[config.mk]
export PLATFORM = sky130hd
export DESIGN_NAME = uart_tx_engine
export DESIGN_NICKNAME = d
export VERILOG_FILES = /design/src/rtl/uart_pkg.sv /design/src/rtl/uart_tx_baud_gen.sv /design/src/rtl/uart_tx_engine.sv
export SDC_FILE = /design/constraint.sdc
export NUM_CORES = 1
export LEC_CHECK = 0
export ABC_CLOCK_PERIOD_IN_PS = 2000
export BUFFER_PORTS_ARGS = -buffer_cell sky130_fd_sc_hd__buf_2
export CAP_MARGIN = 20
export CORE_MARGIN = 2
export CORE_UTILIZATION = 33
export CTS_BUF_LIST = sky130_fd_sc_hd__clkbuf_8
export DETAILED_ROUTE_END_ITERATION = 10
export SLEW_MARGIN = 10
export SYNTH_ARGS = -nofsm -noshare
export SYNTH_HDL_FRONTEND = slang
export SYNTH_SLANG_ARGS = --single-unit
[constraint.sdc]
create_clock -name clk -period 2 [get_ports clk]
set_clock_uncertainty 0.2 [all_clocks]
set_input_delay 0.4 -clock clk [delete_from_list [all_inputs] [get_ports clk]]
set_output_delay 0.4 -clock clk [all_outputs]
set_load 0.02 [all_outputs]
[src/rtl/uart_pkg.sv]
// Shared defaults and state type for the UART transmit path.
package uart_pkg;

    // 50 MHz clock at 115200 baud
    localparam int unsigned CLKS_PER_BIT_DEFAULT = 434;
    localparam int unsigned DATA_BITS_DEFAULT    = 8;

    typedef enum logic [1:0] {
        StIdle,
        StStart,
        StData,
        StStop
    } tx_state_e;

endpackage

[src/rtl/uart_tx_baud_gen.sv]
// Bit-period counter: counts 0..CLKS_PER_BIT-1 and flags the final cycle of each bit.
module uart_tx_baud_gen #(
    parameter int unsigned CLKS_PER_BIT = uart_pkg::CLKS_PER_BIT_DEFAULT
) (
    input  logic clk,
    input  logic rst,
    input  logic clear,
    output logic bit_tick,
    // One cycle before bit_tick; used so the engine can register its end-of-frame pulse
    output logic bit_pre_tick
);

    localparam int unsigned CNT_W = (CLKS_PER_BIT > 2) ? $clog2(CLKS_PER_BIT) : 1;

    logic [CNT_W-1:0] cnt_q, cnt_d;

    // Next count: hold at zero while cleared, wrap after the last cycle of a bit
    always_comb begin
        bit_tick     = (cnt_q == CNT_W'(CLKS_PER_BIT - 1));
        bit_pre_tick = (cnt_q == CNT_W'(CLKS_PER_BIT - 2));
        cnt_d        = cnt_q + CNT_W'(1);
        if (clear || bit_tick) begin
            cnt_d = '0;
        end
    end

    // Counter register with synchronous reset
    always_ff @(posedge clk) begin
        if (rst) begin
            cnt_q <= '0;
        end else begin
            cnt_q <= cnt_d;
        end
    end

endmodule

[src/rtl/uart_tx_engine.sv]
// UART transmitter: 1 start bit, DATA_BITS data bits LSB first, 1 stop bit, no parity.
module uart_tx_engine
    import uart_pkg::*;
#(
    parameter int unsigned CLKS_PER_BIT = CLKS_PER_BIT_DEFAULT,
    parameter int unsigned DATA_BITS    = DATA_BITS_DEFAULT
) (
    input  logic                 clk,
    input  logic                 rst,
    input  logic [DATA_BITS-1:0] tx_data,
    input  logic                 tx_valid,
    output logic                 tx_ready,
    output logic                 tx,
    output logic                 tx_busy,
    output logic                 tx_done
);

    localparam int unsigned IDX_W = (DATA_BITS > 1) ? $clog2(DATA_BITS) : 1;

    tx_state_e            state_q;
    logic                 tx_q;
    logic                 done_q;
    logic [DATA_BITS-1:0] shift_q;
    logic [IDX_W-1:0]     idx_q;
    logic                 bit_tick;
    logic                 bit_pre_tick;

    // Counter held at zero while idle, so it starts from zero on entry to StStart
    uart_tx_baud_gen #(
        .CLKS_PER_BIT (CLKS_PER_BIT)
    ) u_baud_gen (
        .clk          (clk),
        .rst          (rst),
        .clear        (state_q == StIdle),
        .bit_tick     (bit_tick),
        .bit_pre_tick (bit_pre_tick)
    );

    // Frame sequencer with registered line and done outputs
    always_ff @(posedge clk) begin
        if (rst) begin
            state_q <= StIdle;
            tx_q    <= 1'b1;
            done_q  <= 1'b0;
            shift_q <= '0;
            idx_q   <= '0;
        end else begin
            done_q <= 1'b0;
            unique case (state_q)
                StIdle: begin
                    if (tx_valid) begin
                        state_q <= StStart;
                        shift_q <= tx_data;
                        tx_q    <= 1'b0;
                    end
                end
                StStart: begin
                    if (bit_tick) begin
                        state_q <= StData;
                        tx_q    <= shift_q[0];
                        shift_q <= shift_q >> 1;
                        idx_q   <= '0;
                    end
                end
                StData: begin
                    if (bit_tick) begin
                        if (idx_q == IDX_W'(DATA_BITS - 1)) begin
                            state_q <= StStop;
                            tx_q    <= 1'b1;
                        end else begin
                            tx_q    <= shift_q[0];
                            shift_q <= shift_q >> 1;
                            idx_q   <= idx_q + IDX_W'(1);
                        end
                    end
                end
                StStop: begin
                    // Pulse lands on the last cycle of the stop bit
                    if (bit_pre_tick) begin
                        done_q <= 1'b1;
                    end
                    if (bit_tick) begin
                        state_q <= StIdle;
                    end
                end
                default: state_q <= StIdle;
            endcase
        end
    end

    assign tx       = tx_q;
    assign tx_done  = done_q;
    assign tx_ready = (state_q == StIdle);
    assign tx_busy  = (state_q != StIdle);

endmodule

==> metrics.csv, run 1 <==
metric;value;unit
die_h;66.0;um
detailedPlacementHpwl;1.77;mm
placement_rows;22;
power_total;1760;uW
hold_path_class;input pin to flip-flop;
postSynthCellCount;136;
mean_instance_size_in_the_synthesized_netlist;9.32;sq um
share_comb_of_total_power;0.399;
final_layout_size_suffix_gt1_frac;0.235;
yosysTopAreaCellShare;0.379;
first_iter_violations;20;
timing.critical_path.to_type;flip-flop;
clockPowerShare;0.245;
period_share;0.977;
portBuffers;14;
cp_delay_by_family_top;simple AND/OR/NAND/NOR gates;
synth-seq-cells;24;
drt-pass1-iter-count;4;
timing.slew.headroom;0.547;
grt_pass1_vias;989;
antenna-diode-count;0;
max_clock_freq;512;MHz
grt_remaining_overflow;0;
critical_path_arrival;1.92;ns
reg_clk_slew_reported_paths;0.08;ns
grt_util_all_layers;0.120;
power_density;1170;nW/um^2
synth_ff_type;sky130_fd_sc_hd__dfxtp_1;
drc_errors;0;
die_w;66.0;um
cts_tree;done;
timing.final.setup_violations;0;
cellLeakagePower;0.000608;uW
status;finished clean;
clkSinkCount;24;
vias_per_cell;4.93;
grt_pass1_wl;4.12;mm
critPathBufInv;1;
worst_slack;0.0469;ns
gr-usage-met1;0.142;
switching_power_share_of_the_total;0.343;
post_dp_cell_area;1410;sq um
finish.instance_area;1510;sq um
clock_network_latency_to_the_later_pin_of_the_worst_skew_pair;0.27;ns
most_common_cell_after_layout_fill_and_taps_aside;sky130_fd_sc_hd__dfxtp_1;
gr_layer_usage_met2;0.205;
critPathLaunchType;flip-flop;
globalRoute.busiestLayer;met2;
edff_count_synth;0;
grt_start_max_net_pins;18;
gp_routability_congestion;0.790;
critical_path.slowest_cell;sky130_fd_sc_hd__or4_1;
final_nets;175;
rsz0062_at_grt;yes;
design.core.area;3690;sq um
mappedNetlistArea;1270;sq um
worst-path-max-fanout;3;
peakVddDrop;0.000555;V
detailroute.via_count;991;
async_flop_share;0;
floorplan.die_area;4350;sq um
worst_hold_slack;0.165;ns
worst_pin_slew;0.675;ns
synth_seq_area_share;0.379;
net-switching-power;603;uW
mostFrequentLayoutCells;22 x sky130_fd_sc_hd__dfxtp_1, 14 x sky130_fd_sc_hd__nor2_1, 14 x sky130_fd_sc_hd__buf_2;
dp_worst_setup_slack;0.0153;ns
worst-endpoint-required;1.97;ns
critical_path.max_stage_delay;0.41;ns
yosysWarningCount;0;
worstPathCellList;inv_1, ha_1, or2_2, a2bb2oi_1, or4_1, o211a_1;
wl_per_cell;11.8;um
cell_internal_pwr;1160;uW
synthesis.nets;157;
unique_cell_type_count_in_the_yosys_netlist;34;
met3_usage;0.0324;
top_level_ports;15;
total_of_fill_cells_in_the_finished_design;369;
syn2layout_area_growth;18.8;%
initial_core_util;0.344;
fin_crit_period;1.95;ns
cts_htree_levels;1;
report.final.hold_viol_count;0;
clock-root-buffer;sky130_fd_sc_hd__clkbuf_8;
synth_area_leaders;sky130_fd_sc_hd__dfxtp_1 38%, sky130_fd_sc_hd__ha_1 9.9%, sky130_fd_sc_hd__mux2i_1 6.3%, sky130_fd_sc_hd__a311oi_1 4.8%, sky130_fd_sc_hd__a21oi_1 4.7%;
postRouteWirelength;2.37;mm
synth_top_area_cell;sky130_fd_sc_hd__dfxtp_1;
max_cap_viol_count;0;
tritoncts.num_buffers;3;
seq_power_share;0.357;
drtAntennaViolNets;0;
setup.worst_path.class;flip-flop to flip-flop;
clk_path_buf_depth;2;
finalMaxSlewViolations;0;
finalCoreUtilization;0.408;
antenna_found_initial;0;
[state kept, by name, summed over array words and instances, names as in the netlist]
register / count
idx_q: 3
shift_q: 8
state_q: 2
tx: 1
tx_done: 1
u_baud_gen.cnt_q: 9
[what timing repair did]
action	in CTS	in global routing
endpoints found under the setup margin	1	10
gates resized for setup	2	4
hold buffers	0	0
cloned	0	0
setup buffers	0	1
[power by group through the flow]
stage | sequential (uW) | combinational (uW) | clock [uW]
floorplan | 641 | 495 | 0
global placement | 632 | 649 | 0
detailed placement | 638 | 674 | 0
CTS | 628 | 682 | 443
global route | 639 | 768 | 462
finish | 627 | 701 | 430
[stage by stage]
step | instances | TNS, ns
2_1_floorplan | 136 | 0
3_3_place_gp | 196 | 0
3_5_place_dp | 196 | 0
4_1_cts | 200 | 0
5_1_grt | 201 | -0.0758
6_report | 201 | 0
[cell families after synthesis]
group / after synthesis / share of synthesized area
AO/OA/AOI/OAI: 26 / 0.160
adder cells (fa/ha/maj): 10 / 0.0987
XOR/XNOR: 7 / 0.0484
buffers and inverters: 15 / 0.0582
AND/OR/NAND/NOR: 46 / 0.193
multiplexers: 8 / 0.0632
flip-flops: 24 / 0.379
[metal layers]
metal | share of wire | vias to the layer above
met4 | 0.013 | 0
li1 | - | 517
met3 | 0.053 | 2
met5 | 0 | -
met2 | 0.47 | 24
met1 | 0.46 | 448
[Yosys cell counts, types with 2 or more instances]
master	number
sky130_fd_sc_hd__nand4_1	3
sky130_fd_sc_hd__nor2_1	14
sky130_fd_sc_hd__a311oi_1	7
sky130_fd_sc_hd__buf_2	2
sky130_fd_sc_hd__buf_4	2
sky130_fd_sc_hd__a41o_1	2
sky130_fd_sc_hd__dfxtp_1	24
sky130_fd_sc_hd__nor2b_1	2
sky130_fd_sc_hd__xor2_1	2
sky130_fd_sc_hd__nand2_1	10
sky130_fd_sc_hd__nand3_1	4
sky130_fd_sc_hd__mux2i_1	8
sky130_fd_sc_hd__xnor2_1	5
sky130_fd_sc_hd__ha_1	10
sky130_fd_sc_hd__inv_1	8
sky130_fd_sc_hd__nor3_1	4
sky130_fd_sc_hd__a21oi_1	12
[cell type report]
cell class              instances  area [sq um]  area share
inverters                       8          30.0      0.0200
multi-input cells              97           733       0.487
clock buffers                   3          41.3      0.0274
flip-flops and latches         24           483       0.321
well taps                      48          60.1      0.0399
repair buffers                 20           128      0.0848
clock inverters                 1          30.0      0.0200
[path summary, 6_finish.rpt]
| path | start | endpoint | slack [ns] | depth (start not counted) |
|---|---|---|---|---|
| max | state_q[1] | state_q[0] | 0.05 | 6 |
| max reg2reg | state_q[1] | state_q[0] | 0.05 | 6 |
| min | tx_data[7] | shift_q[7] | 0.17 | 2 |
| min reg2reg | tx | tx | 0.26 | 1 |
Note: power is estimated with default switching activity, not from simulation.
==> inputs of run 2 (changes only) <==
--- a/config.mk
+++ b/config.mk
@@ -12,6 +12,7 @@
 export CORE_UTILIZATION = 33
 export CTS_BUF_LIST = sky130_fd_sc_hd__clkbuf_8
 export DETAILED_ROUTE_END_ITERATION = 10
+export MAX_ROUTING_LAYER = met4
 export SLEW_MARGIN = 10
 export SYNTH_ARGS = -nofsm -noshare
 export SYNTH_HDL_FRONTEND = slang
==> metrics.csv, run 2 (synthesized netlist as in run 1, its figures left out) <==
metric;value;unit
period_share;0.977;
postRouteWirelength;2.37;mm
timing.final.setup_violations;0;
final-instance-count-excl-fill;201;
antenna-diode-count;0;
vias_per_cell;4.93;
final_layout_size_suffix_gt1_frac;0.235;
drc_errors;0;
die_w;66.0;um
final_nets;175;
critPathBufInv;1;
setup.worst_path.class;flip-flop to flip-flop;
mostFrequentLayoutCells;22 x sky130_fd_sc_hd__dfxtp_1, 14 x sky130_fd_sc_hd__nor2_1, 14 x sky130_fd_sc_hd__buf_2;
grt_remaining_overflow;0;
total_of_fill_cells_in_the_finished_design;369;
top_level_ports;15;
most_common_cell_after_layout_fill_and_taps_aside;sky130_fd_sc_hd__dfxtp_1;
report.final.hold_viol_count;0;
peakVddDrop;0.000555;V
clock-root-buffer;sky130_fd_sc_hd__clkbuf_8;
worstPathCellList;inv_1, ha_1, or2_2, a2bb2oi_1, or4_1, o211a_1;
cts_htree_levels;1;
clock_network_latency_to_the_later_pin_of_the_worst_skew_pair;0.27;ns
timing.critical_path.to_type;flip-flop;
wl_per_cell;11.8;um
finalSetupTns;0;ns
grt_start_max_net_pins;18;
clkSinkCount;24;
power_density;1170;nW/um^2
cellLeakagePower;0.000608;uW
detailedPlacementHpwl;1.77;mm
holdCritStartpoint;tx_data[7];
rsz0062_at_grt;yes;
worstReg2RegStart;state_q[1];
tritoncts.num_buffers;3;
detailroute.via_count;991;
antenna_found_initial;0;
worst-endpoint-required;1.97;ns
top_register;u_baud_gen.cnt_q;
grt_pass1_vias;989;
syn2layout_area_growth;18.8;%
initial_core_util;0.344;
critical_path_arrival;1.92;ns
crit_path_start;state_q[1];
multiInputGateArea;733;sq um
largest_register_ffs;9;
drtAntennaViolNets;0;
hold_path_class;input pin to flip-flop;
drt-pass1-iter-count;4;
reg_clk_slew_reported_paths;0.08;ns
grt_util_all_layers;0.124;
critPathLaunchType;flip-flop;
critical_path.max_stage_delay;0.41;ns
timing.slew.headroom;0.547;
clk_path_buf_depth;2;
fin_crit_period;1.95;ns
finalMaxSlewViolations;0;
portBuffers;14;
postCtsHoldBufs;0;
die_h;66.0;um
numPlacedInstances;196;
placement_rows;22;
first_iter_violations;20;
max_cap_viol_count;0;
cts_tree;done;
grt_pass1_wl;4.12;mm
max_clock_freq;512;MHz
layout_top_registers;u_baud_gen.cnt_q: 9 flops, shift_q: 8 flops, idx_q: 3 flops;
design.core.area;3690;sq um
floorplan.die_area;4350;sq um
cp_delay_by_family_top;simple AND/OR/NAND/NOR gates;
worst_pin_slew;0.675;ns
worst-path-max-fanout;3;
critical_path.slowest_cell;sky130_fd_sc_hd__or4_1;
gp_routability_congestion;0.801;
status;finished clean;
area.sequential;483;sq um
==> run 2: where the power goes <==
part / switching (uW) / internal (uW) / total (uW)
clock network: 163 / 268 / 430
logic: 387 / 315 / 702
registers: 54.7 / 573 / 627
total: 604 / 1160 / 1760
==> run 2: path summary, 6_finish.rpt <==
path | end | slack (ns) | cells after the start
max reg2reg | state_q[0] | 0.05 | 6
min | shift_q[7] | 0.17 | 2
max | state_q[0] | 0.05 | 6
min reg2reg | tx | 0.26 | 1
==> run 2: timing repair <==
item,4_1_cts,5_1_grt
buffers inserted,0,1
resized for setup,2,4
hold endpoints to repair,0,0
endpoints found under the setup margin,1,10
==> run 2: area by class of cell <==
class                      count  area share
clock buffer                   3      0.0274
clock inverter                 1      0.0200
inverter                       8      0.0200
multi-input combinational     97       0.487
sequential                    24       0.321
tap                           48      0.0399
timing repair buffer          20      0.0848
==> run 2: stage by stage <==
| stage | utilization | hold slack, ns | instance area, sq um | power [uW] | worst slack (ns) |
|---|---|---|---|---|---|
| after detailed placement | 0.381 | 0.241 | 1410 | 1310 | 0.0153 |
| final | 0.408 | 0.165 | 1510 | 1760 | 0.0469 |
| after CTS | 0.401 | 0.161 | 1480 | 1750 | 0.0336 |
| after floorplan | - | 0.236 | 1270 | 1140 | 0.00290 |
| after global placement | 0.381 | 0.244 | 1410 | 1280 | 0.0914 |
| after global routing | 0.408 | 0.173 | 1510 | 1870 | -0.0292 |
==> run 2: routing by layer <==
metal	track usage	part of all wire	wire [um]	vias to the layer above
li1	-	-	-	517
met1	0.145	0.47	1110	448
met2	0.205	0.47	1120	24
met3	0.0290	0.047	112	2
met4	0.0510	0.013	30	0
met5	-	0	0	-
